[src/rtl/mem_arbiter_if.sv]
// mem_arbiter_if: request/response signals of ports A and B plus the RAM-side bus of mem_arbiter
// slave  : arbiter view (takes requests and RAM read data, drives grants, responses and RAM command)
// master : requester/RAM view (drives requests and RAM read data, observes everything else)
interface mem_arbiter_if;
  logic a_req, b_req, a_we, b_we;
  logic [31:0] a_addr, b_addr, a_wdata, b_wdata;
  logic a_gnt, b_gnt, a_stall;
  logic a_rvalid, b_rvalid, a_err, b_err;
  logic [31:0] a_rdata, b_rdata;
  logic Mem_WrEn;
  logic [31:0] ALU_MEM_Addr, MEM_DataIn, MEM_DataOut;
  modport slave (
    input  a_req, b_req, a_we, b_we, a_addr, b_addr, a_wdata, b_wdata, MEM_DataOut,
    output a_gnt, b_gnt, a_stall, a_rvalid, b_rvalid, a_err, b_err, a_rdata, b_rdata,
           Mem_WrEn, ALU_MEM_Addr, MEM_DataIn
  );
  modport master (
    output a_req, b_req, a_we, b_we, a_addr, b_addr, a_wdata, b_wdata, MEM_DataOut,
    input  a_gnt, b_gnt, a_stall, a_rvalid, b_rvalid, a_err, b_err, a_rdata, b_rdata,
           Mem_WrEn, ALU_MEM_Addr, MEM_DataIn
  );
endinterface

[src/rtl/mem_arbiter.sv]
// mem_arbiter: two-port arbiter/sequencer sharing one single-port data RAM (A priority, B starvation-bounded)
// clk   : rising-edge clock
// Reset : asynchronous active-low reset
// bus   : mem_arbiter_if.slave -- port A/B requests, grants, read responses, RAM command and read data
module mem_arbiter #(
  parameter int unsigned MAX_WAIT = 4
) (
  input logic clk,
  input logic Reset,
  mem_arbiter_if.slave bus
);
  typedef enum logic {IDLE, BUSY} arbState;
  localparam logic [3:0] WaitMax = 4'(MAX_WAIT);
  arbState state, stateNext;
  logic [3:0] waitCnt;
  logic cmdOwner, cmdWe;
  logic [31:0] cmdAddr, cmdWdata;
  logic idle, waitFull, bWins, aGnt, bGnt, cmdMisaligned, done;
  logic aRvalid, bRvalid, aErr, bErr;
  logic [31:0] aRdata, bRdata;
  always_comb begin
    idle = state == IDLE;
    waitFull = waitCnt == WaitMax;
    bWins = bus.b_req & (~bus.a_req | waitFull);
    bGnt = idle & bWins;
    aGnt = idle & bus.a_req & ~bWins;
    stateNext = (idle & (bus.a_req | bus.b_req)) ? BUSY : IDLE;
    cmdMisaligned = cmdAddr[1:0] != 2'b00;
    // reads and every misaligned access produce a response at the end of BUSY
    done = ~idle & (cmdMisaligned | ~cmdWe);
  end
  assign bus.a_gnt = aGnt;
  assign bus.b_gnt = bGnt;
  assign bus.a_stall = bus.a_req & ~aGnt;
  assign bus.Mem_WrEn = ~idle & cmdWe & ~cmdMisaligned;
  assign bus.ALU_MEM_Addr = cmdAddr;
  assign bus.MEM_DataIn = cmdWdata;
  assign bus.a_rvalid = aRvalid;
  assign bus.b_rvalid = bRvalid;
  assign bus.a_err = aErr;
  assign bus.b_err = bErr;
  assign bus.a_rdata = aRdata;
  assign bus.b_rdata = bRdata;
  always_ff @(posedge clk or negedge Reset)
    if (!Reset) state <= IDLE;
    else state <= stateNext;
  always_ff @(posedge clk or negedge Reset)
    if (!Reset) waitCnt <= '0;
    else if (bGnt) waitCnt <= '0;
    else if (idle & bus.b_req & ~waitFull) waitCnt <= waitCnt + 4'd1;
  always_ff @(posedge clk or negedge Reset)
    if (!Reset) begin
      cmdOwner <= 1'b0;
      cmdWe <= 1'b0;
      cmdAddr <= '0;
      cmdWdata <= '0;
    end else if (aGnt | bGnt) begin
      cmdOwner <= bGnt;
      cmdWe <= bGnt ? bus.b_we : bus.a_we;
      cmdAddr <= bGnt ? bus.b_addr : bus.a_addr;
      cmdWdata <= bGnt ? bus.b_wdata : bus.a_wdata;
    end
  always_ff @(posedge clk or negedge Reset)
    if (!Reset) begin
      aRvalid <= 1'b0;
      bRvalid <= 1'b0;
      aErr <= 1'b0;
      bErr <= 1'b0;
      aRdata <= '0;
      bRdata <= '0;
    end else begin
      aRvalid <= done & ~cmdOwner;
      bRvalid <= done & cmdOwner;
      aErr <= done & ~cmdOwner & cmdMisaligned;
      bErr <= done & cmdOwner & cmdMisaligned;
      if (done & ~cmdOwner) aRdata <= cmdMisaligned ? '0 : bus.MEM_DataOut;
      if (done & cmdOwner) bRdata <= cmdMisaligned ? '0 : bus.MEM_DataOut;
    end
endmodule

[src/flat_wrapper.sv]
// flat-port wrapper written by rule: the top's interface ports become plain ports
module mem_arbiter_flat 
#(
  parameter int unsigned MAX_WAIT = 4
)
  (clk, Reset, bus_a_req, bus_b_req, bus_a_we, bus_b_we, bus_a_addr, bus_b_addr, bus_a_wdata, bus_b_wdata, bus_MEM_DataOut, bus_a_gnt, bus_b_gnt, bus_a_stall, bus_a_rvalid, bus_b_rvalid, bus_a_err, bus_b_err, bus_a_rdata, bus_b_rdata, bus_Mem_WrEn, bus_ALU_MEM_Addr, bus_MEM_DataIn);
  mem_arbiter_if bus_i ();
  input logic clk;
  input logic Reset;
  input wire logic [$bits(bus_i.a_req)-1:0] bus_a_req;
  input wire logic [$bits(bus_i.b_req)-1:0] bus_b_req;
  input wire logic [$bits(bus_i.a_we)-1:0] bus_a_we;
  input wire logic [$bits(bus_i.b_we)-1:0] bus_b_we;
  input wire logic [$bits(bus_i.a_addr)-1:0] bus_a_addr;
  input wire logic [$bits(bus_i.b_addr)-1:0] bus_b_addr;
  input wire logic [$bits(bus_i.a_wdata)-1:0] bus_a_wdata;
  input wire logic [$bits(bus_i.b_wdata)-1:0] bus_b_wdata;
  input wire logic [$bits(bus_i.MEM_DataOut)-1:0] bus_MEM_DataOut;
  output wire logic [$bits(bus_i.a_gnt)-1:0] bus_a_gnt;
  output wire logic [$bits(bus_i.b_gnt)-1:0] bus_b_gnt;
  output wire logic [$bits(bus_i.a_stall)-1:0] bus_a_stall;
  output wire logic [$bits(bus_i.a_rvalid)-1:0] bus_a_rvalid;
  output wire logic [$bits(bus_i.b_rvalid)-1:0] bus_b_rvalid;
  output wire logic [$bits(bus_i.a_err)-1:0] bus_a_err;
  output wire logic [$bits(bus_i.b_err)-1:0] bus_b_err;
  output wire logic [$bits(bus_i.a_rdata)-1:0] bus_a_rdata;
  output wire logic [$bits(bus_i.b_rdata)-1:0] bus_b_rdata;
  output wire logic [$bits(bus_i.Mem_WrEn)-1:0] bus_Mem_WrEn;
  output wire logic [$bits(bus_i.ALU_MEM_Addr)-1:0] bus_ALU_MEM_Addr;
  output wire logic [$bits(bus_i.MEM_DataIn)-1:0] bus_MEM_DataIn;
  assign bus_i.a_req = bus_a_req;
  assign bus_i.b_req = bus_b_req;
  assign bus_i.a_we = bus_a_we;
  assign bus_i.b_we = bus_b_we;
  assign bus_i.a_addr = bus_a_addr;
  assign bus_i.b_addr = bus_b_addr;
  assign bus_i.a_wdata = bus_a_wdata;
  assign bus_i.b_wdata = bus_b_wdata;
  assign bus_i.MEM_DataOut = bus_MEM_DataOut;
  assign bus_a_gnt = bus_i.a_gnt;
  assign bus_b_gnt = bus_i.b_gnt;
  assign bus_a_stall = bus_i.a_stall;
  assign bus_a_rvalid = bus_i.a_rvalid;
  assign bus_b_rvalid = bus_i.b_rvalid;
  assign bus_a_err = bus_i.a_err;
  assign bus_b_err = bus_i.b_err;
  assign bus_a_rdata = bus_i.a_rdata;
  assign bus_b_rdata = bus_i.b_rdata;
  assign bus_Mem_WrEn = bus_i.Mem_WrEn;
  assign bus_ALU_MEM_Addr = bus_i.ALU_MEM_Addr;
  assign bus_MEM_DataIn = bus_i.MEM_DataIn;
  mem_arbiter #(.MAX_WAIT(MAX_WAIT)) u_core (.clk(clk), .Reset(Reset), .bus(bus_i));
endmodule
[config.mk]
export PLATFORM = sky130hd
export DESIGN_NAME = mem_arbiter_flat
export DESIGN_NICKNAME = d
export VERILOG_FILES = /design/src/rtl/mem_arbiter_if.sv /design/src/rtl/mem_arbiter.sv /design/src/flat_wrapper.sv
export SDC_FILE = /design/constraint.sdc
export NUM_CORES = 1
export LEC_CHECK = 0
export ABC_AREA = 1
export BUFFER_PORTS_ARGS = -buffer_cell sky130_fd_sc_hd__buf_2
export CELL_PAD_IN_SITES_DETAIL_PLACEMENT = 1
export CELL_PAD_IN_SITES_GLOBAL_PLACEMENT = 2
export CORE_MARGIN = 5
export CORE_UTILIZATION = 27
export CTS_CLUSTER_SIZE = 25
export DETAILED_ROUTE_END_ITERATION = 16
export PLACE_DENSITY = 0.94
export SLEW_MARGIN = 10
export SYNTH_ARGS = -nofsm -noshare
export SYNTH_HDL_FRONTEND = slang
export SYNTH_SLANG_ARGS = --single-unit
[constraint.sdc]
create_clock -name clk -period 4.55 [get_ports clk]
set_input_delay 0 -clock clk [delete_from_list [all_inputs] [get_ports clk]]
set_output_delay 0 -clock clk [all_outputs]
set_load 0.02 [all_outputs]
# Word-level counts from Yosys, hierarchy flattened
# Cells that the tools add are included.
dict set report totals {
  regBits 139
  input_bits 166
}
dict set report op_classes {
  add_sub_neg 1
  n_reduce_logical 2
  mux 7
  n_bitwise 27
  n_eq_ne 1
}
# cell n
set ops {}
lappend ops {{$mux W32} 3}
lappend ops {{$and A1 B1 Y1} 15}
lappend ops {{$mux W4} 2}
lappend ops {{$not A1 Y1} 8}
lappend ops {{$add A4 B1 Y4 const B} 1}
lappend ops {{$eq A4 B3 Y1 const B} 1}
lappend ops {{$or A1 B1 Y1} 4}
lappend ops {{$reduce_bool A2 Y1} 2}
lappend ops {{$mux W1} 2}

# Depth between registers and ports, before layout
dict set report depth {
  ltp_word 7
  mapped_depth 9
  depth_no_buf 7
}

# Worst setup path before layout
# OpenSTA, ideal clock, no wires.
dict set report synth_path {
  path_type {reg-to-reg}
  from {register u_core.waitCnt[0]}
  to {register u_core.cmdWdata[3] (netlist: u_core.bus.MEM_DataIn[3])}
  setup_slack_ns 3.105
  required_time_ns 4.426
  arrival_time_ns 1.321
  period_less_slack_ns 1.445
  path_stages_with_launch 10
  path_cell_list {dfrtp_1 -> inv_1 -> ha_1 -> nand3_1 -> nand2_1 -> nand2_1 -> buf_4 -> buf_2 -> nand2_1 -> nand3_1}
}
dict set report synth_via {
  elab_chain_len 6
  word_cells_on_any_way 8
  classes_between {eq/ne: 1; mux: 1; bitwise: 6}
}
# item line_no
set synth_lines {}
lappend synth_lines {{start, declared} mem_arbiter.sv:15} ;# logic [3:0] waitCnt;
lappend synth_lines {{start signal, assigned} mem_arbiter.sv:50} ;# else if (idle & bus.b_req & ~waitFull) waitCnt <= waitCnt + 4'd1;
lappend synth_lines {{$eq A4 B3 Y1 (*)} mem_arbiter.sv:23} ;# waitFull = waitCnt == WaitMax;
lappend synth_lines {{$or A1 B1 Y1 (*)} mem_arbiter.sv:24} ;# bWins = bus.b_req & (~bus.a_req | waitFull);
lappend synth_lines {{$and A1 B1 Y1 (*)} mem_arbiter.sv:24}
lappend synth_lines {{$not A1 Y1} mem_arbiter.sv:26} ;# aGnt = idle & bus.a_req & ~bWins;
lappend synth_lines {{$and A1 B1 Y1} mem_arbiter.sv:26}
lappend synth_lines {{$or A1 B1 Y1} mem_arbiter.sv:57} ;# end else if (aGnt | bGnt) begin
lappend synth_lines {{end signal, assigned} mem_arbiter.sv:61} ;# cmdWdata <= bGnt ? bus.b_wdata : bus.a_wdata;
lappend synth_lines {{end, declared} mem_arbiter.sv:17} ;# logic [31:0] cmdAddr, cmdWdata;
# Mark *: on every way between the ends. The rest lies on a longest branch, timed or not.
# A chain may end at the register's enable or synchronous reset.

# Worst setup path in the final report
dict set report layout_path {
  from {register u_core.waitCnt[0]}
  to {register u_core.cmdWdata[24] (netlist: u_core.bus.MEM_DataIn[24])}
}
# The elaborated chain is that of the path after synthesis.

==> run_summary.xml <==
<?xml version="1.0" encoding="UTF-8"?>
<metrics>
  <group name="setup_path">
    <metric name="timing.rr.start" unit="">u_core.waitCnt[0]$_DFFE_PN0P_</metric>
    <metric name="ff2ff_setup_slack" unit="ns">1.77</metric>
    <metric name="crit_path_end_kind" unit="">register</metric>
    <metric name="worstSetupPathType" unit="">register to register</metric>
    <metric name="rr_endpoint" unit="">u_core.bus.MEM_DataIn[24]$_DFFE_PN0P_</metric>
    <metric name="r2r_cells" unit="">9</metric>
    <metric name="startpoint" unit="">u_core.waitCnt[0]$_DFFE_PN0P_</metric>
    <metric name="crit_required" unit="ns">4.89</metric>
    <metric name="startpoint_type" unit="">register</metric>
    <metric name="timing.critical_path.arrival" unit="ns">3.13</metric>
    <metric name="worst-path-max-fanout" unit="">35</metric>
  </group>
  <group name="placement">
    <metric name="dpl.hpwl" unit="mm">16.3</metric>
    <metric name="gp_routability_congestion" unit="">0.753</metric>
    <metric name="dpl.cell_count" unit="">1361</metric>
    <metric name="count_of_port_buffers_added_during_placement" unit="">301</metric>
  </group>
  <group name="yosys">
    <metric name="yosys.area_share.simple" unit="">0.298</metric>
    <metric name="syn_inst" unit="">789</metric>
    <metric name="syn-cell-area" unit="um2">6290</metric>
    <metric name="synth_seq_area_share" unit="">0.553</metric>
    <metric name="post_synth_xor_area_fraction" unit="">0.00139</metric>
    <metric name="synth.ff_latch_count" unit="">139</metric>
    <metric name="syn-mean-instance-area" unit="um2">7.97</metric>
    <metric name="synth.net_count" unit="">957</metric>
    <metric name="dominant_combinational_cell_family_by_area_after_synthesis" unit="">simple AND/OR/NAND/NOR gates</metric>
    <metric name="synthMuxAreaShare" unit="">0</metric>
    <metric name="yosys_warnings" unit="">0</metric>
    <metric name="synth_adder_area_share" unit="">0.00398</metric>
    <metric name="synth_cell_type_count" unit="">17</metric>
    <metric name="synth_compound_gate_area_share" unit="">0.0555</metric>
  </group>
  <group name="timing">
    <metric name="min_period_over_period" unit="">0.612</metric>
    <metric name="clock_skew" unit="ns">0.0108</metric>
    <metric name="rsz_0062_raised_after_global_routing" unit="">false</metric>
    <metric name="timing.final.crit_period" unit="ns">2.78</metric>
    <metric name="slew_headroom" unit="">0.435</metric>
    <metric name="hold_ws" unit="ns">0.0624</metric>
    <metric name="fin_tns_setup" unit="ns">0</metric>
    <metric name="timing.final.setup_violations" unit="">0</metric>
    <metric name="maxClockFrequency" unit="MHz">359</metric>
    <metric name="finalHoldViolations" unit="">0</metric>
    <metric name="timing.final.max_slew_violations" unit="">0</metric>
    <metric name="tightestPinTransition" unit="ns">0.848</metric>
  </group>
  <group name="global_route">
    <metric name="grtUsageTotal" unit="">0.201</metric>
    <metric name="globalRoute.totalOverflow" unit="">0</metric>
    <metric name="wire_length_of_the_first_global_routing_pass" unit="mm">42.7</metric>
    <metric name="initial_antenna_violation_count" unit="">2</metric>
    <metric name="grt_start_max_net_pins" unit="">82</metric>
    <metric name="first_global_vias" unit="">7915</metric>
  </group>
  <group name="pwr">
    <metric name="power.density_cell_area" unit="nW/um2">490</metric>
    <metric name="static_leakage_power" unit="uW">0.00550</metric>
    <metric name="worst_ir_drop_vdd" unit="mV">0.192</metric>
  </group>
  <group name="route">
    <metric name="wire_per_inst" unit="um">17.2</metric>
    <metric name="detail_route.iter0.violations" unit="">295</metric>
    <metric name="route.detailed.drc" unit="">0</metric>
    <metric name="routed-via-count" unit="">7130</metric>
    <metric name="drt_wl_total" unit="mm">26.8</metric>
    <metric name="detail_route.vias_per_cell" unit="">4.59</metric>
    <metric name="residual_antenna_violating_net_count_after_detailed_routing" unit="">0</metric>
    <metric name="detail_route.first_pass.iterations" unit="">4</metric>
  </group>
  <group name="worst_hold_path">
    <metric name="min_delay_worst_endpoint" unit="">u_core.waitCnt[2]$_DFFE_PN0P_</metric>
    <metric name="class_of_the_worst_hold_path" unit="">input port to register</metric>
    <metric name="holdCritStartpoint" unit="">bus_a_req</metric>
    <metric name="hold_path_depth" unit="">5</metric>
  </group>
  <group name="floorplan">
    <metric name="ioPinCount" unit="">302</metric>
    <metric name="die-width" unit="um">163</metric>
    <metric name="placeableCoreArea" unit="um2">22800</metric>
    <metric name="chipHeight" unit="um">163</metric>
    <metric name="core.rowCount" unit="">55</metric>
    <metric name="floorplan.initialDensity" unit="">0.276</metric>
    <metric name="floorplan.die_area" unit="um2">26400</metric>
  </group>
  <group name="layout">
    <metric name="area.sequential" unit="um2">3480</metric>
    <metric name="most_frequent_standard_cell_in_the_layout_excluding_fill_and_tap_cells" unit="">sky130_fd_sc_hd__buf_2</metric>
    <metric name="fin_nets" unit="">1398</metric>
    <metric name="multiInputGateArea" unit="um2">2280</metric>
    <metric name="layout-drive-gt1-share" unit="">0.282</metric>
    <metric name="n_antenna_cell" unit="">0</metric>
    <metric name="most-common-layout-cells" unit="">300 x sky130_fd_sc_hd__buf_2, 234 x sky130_fd_sc_hd__nand2_1, 163 x sky130_fd_sc_hd__dlygate4sd3_1</metric>
    <metric name="area_delta_synth_final" unit="%">63.1</metric>
    <metric name="layout.filler_cells" unit="">2758</metric>
    <metric name="finish.cell_count_without_fillers" unit="">1555</metric>
  </group>
  <group name="clocking">
    <metric name="number_of_clock_buffers_inserted_by_tritoncts" unit="">17</metric>
    <metric name="clock_tree.root_cell" unit="">sky130_fd_sc_hd__clkbuf_16</metric>
    <metric name="cts_sinks" unit="">139</metric>
    <metric name="clockBufferDepth" unit="">2</metric>
    <metric name="tritoncts" unit="">built</metric>
    <metric name="insertion_delay" unit="ns">0.41</metric>
    <metric name="clk_pin_slew_worst_setup_hold_paths" unit="ns">0.06</metric>
    <metric name="ctsHtreeMaxLevel" unit="">4</metric>
  </group>
  <group name="flow_run">
    <metric name="max_cap_viol_count" unit="">0</metric>
  </group>
  <group name="status">
    <metric name="status" unit="">complete, no violations</metric>
  </group>
</metrics>
==> worst max-delay path by stage <==
| stage | end | depth (start not counted) | slack, ns |
|---|---|---|---|
| floorplan | u_core.bus.MEM_DataIn[3]$_DFFE_PN0P_ | 9 | 3.10 |
| global placement | u_core.bus.b_rdata[30]$_DFFE_PN0P_ | 6 | 2.31 |
| detailed placement | u_core.bus.b_rdata[1]$_DFFE_PN0P_ | 6 | 2.20 |
| CTS | u_core.bus.MEM_DataIn[23]$_DFFE_PN0P_ | 9 | 1.81 |
| global route | u_core.bus.ALU_MEM_Addr[28]$_DFFE_PN0P_ | 9 | 1.59 |
| finish | u_core.bus.MEM_DataIn[24]$_DFFE_PN0P_ | 9 | 1.77 |
==> cell usage after synthesis <==
cell | number | share of area
sky130_fd_sc_hd__nand2_1 | 236 | 0.14
sky130_fd_sc_hd__dfrtp_1 | 139 | 0.55
sky130_fd_sc_hd__nand3_1 | 138 | 0.11
sky130_fd_sc_hd__inv_1 | 76 | 0.045
sky130_fd_sc_hd__nor2_1 | 70 | 0.042
sky130_fd_sc_hd__o21ai_0 | 57 | 0.045
sky130_fd_sc_hd__clkbuf_1 | 22 | 0.013
sky130_fd_sc_hd__buf_2 | 19 | 0.015
sky130_fd_sc_hd__buf_4 | 11 | 0.013
sky130_fd_sc_hd__o21ai_1 | 10 | 0.0080
sky130_fd_sc_hd__ha_1 | 2 | 0.0040
sky130_fd_sc_hd__inv_2 | 2 | 0.0012
sky130_fd_sc_hd__nand4_1 | 2 | 0.0020
sky130_fd_sc_hd__nor2_4 | 2 | 0.0036
sky130_fd_sc_hd__a21oi_1 | 1 | 0.00080
sky130_fd_sc_hd__o21ai_2 | 1 | 0.0014
sky130_fd_sc_hd__xor2_1 | 1 | 0.0014
==> stage by stage <==
stage	area (um2)	setup WS, ns	power (uW)	utilization
after floorplan	6290	3.10	2680	-
after global placement	8030	2.31	3290	0.353
after detailed placement	8030	2.20	3330	0.353
after CTS	10300	1.81	5060	0.450
after global routing	10300	1.59	5340	0.450
final	10300	1.77	5020	0.450
==> what timing repair did <==
action / 4_1_cts / 5_1_grt
hold buffers: 163 / 0
hold endpoints to repair: 208 / 0
resized for setup: 0 / 0
buffers inserted: 0 / 0
setup endpoints to repair: 0 / 0
==> area by class of cell <==
class | count | area share
well taps | 313 | 0.0382
clock inverters | 13 | 0.0163
flip-flops and latches | 139 | 0.339
inverters | 78 | 0.0285
repair buffers | 474 | 0.314
multi-input cells | 520 | 0.222
clock buffers | 18 | 0.0418
==> sequential cells by signal (all words and copies together) (netlist names) <==
register                 count
u_core.bus.a_err             1
u_core.bus.b_rdata          32
u_core.bus.b_err             1
u_core.cmdOwner              1
u_core.waitCnt               4
u_core.bus.a_rvalid          1
u_core.cmdWe                 1
u_core.bus.ALU_MEM_Addr     32
u_core.bus.MEM_DataIn       32
u_core.bus.b_rvalid          1
u_core.bus.a_rdata          32
u_core.state                 1
==> worst max-delay path, cell delays in order (launching register included) <==
cell and delay [ns]:
sky130_fd_sc_hd__dfrtp_1 0.39, sky130_fd_sc_hd__inv_1 0.08, sky130_fd_sc_hd__ha_1 0.22, sky130_fd_sc_hd__nand3_1 0.11, sky130_fd_sc_hd__nand2_2 0.07, sky130_fd_sc_hd__nand2_2 0.53
sky130_fd_sc_hd__buf_4 0.50, sky130_fd_sc_hd__nand2_1 0.13, sky130_fd_sc_hd__nand3_1 0.11, sky130_fd_sc_hd__dlygate4sd3_1 0.56
==> power by group <==
group | internal, uW | switching, uW | leakage [uW]
Clock | 865 | 574 | 0.000287
Sequential | 1580 | 211 | 0.00176
Combinational | 687 | 1110 | 0.00346
==> logic make-up after synthesis <==
logic type | Yosys count
simple gates | 448
flops | 139
buf+inv | 130
compound gates | 69
fa+ha+maj | 2
xor+xnor | 1
==> per-layer routing <==
layer	up-vias	share of wire	track usage
met5	-	0.0010	0
met4	4	0.021	0.0652
met3	39	0.081	0.0656
met2	271	0.49	0.351
met1	3457	0.41	0.234
li1	3359	-	-
No activity file was read; power rests on OpenSTA's default activity.
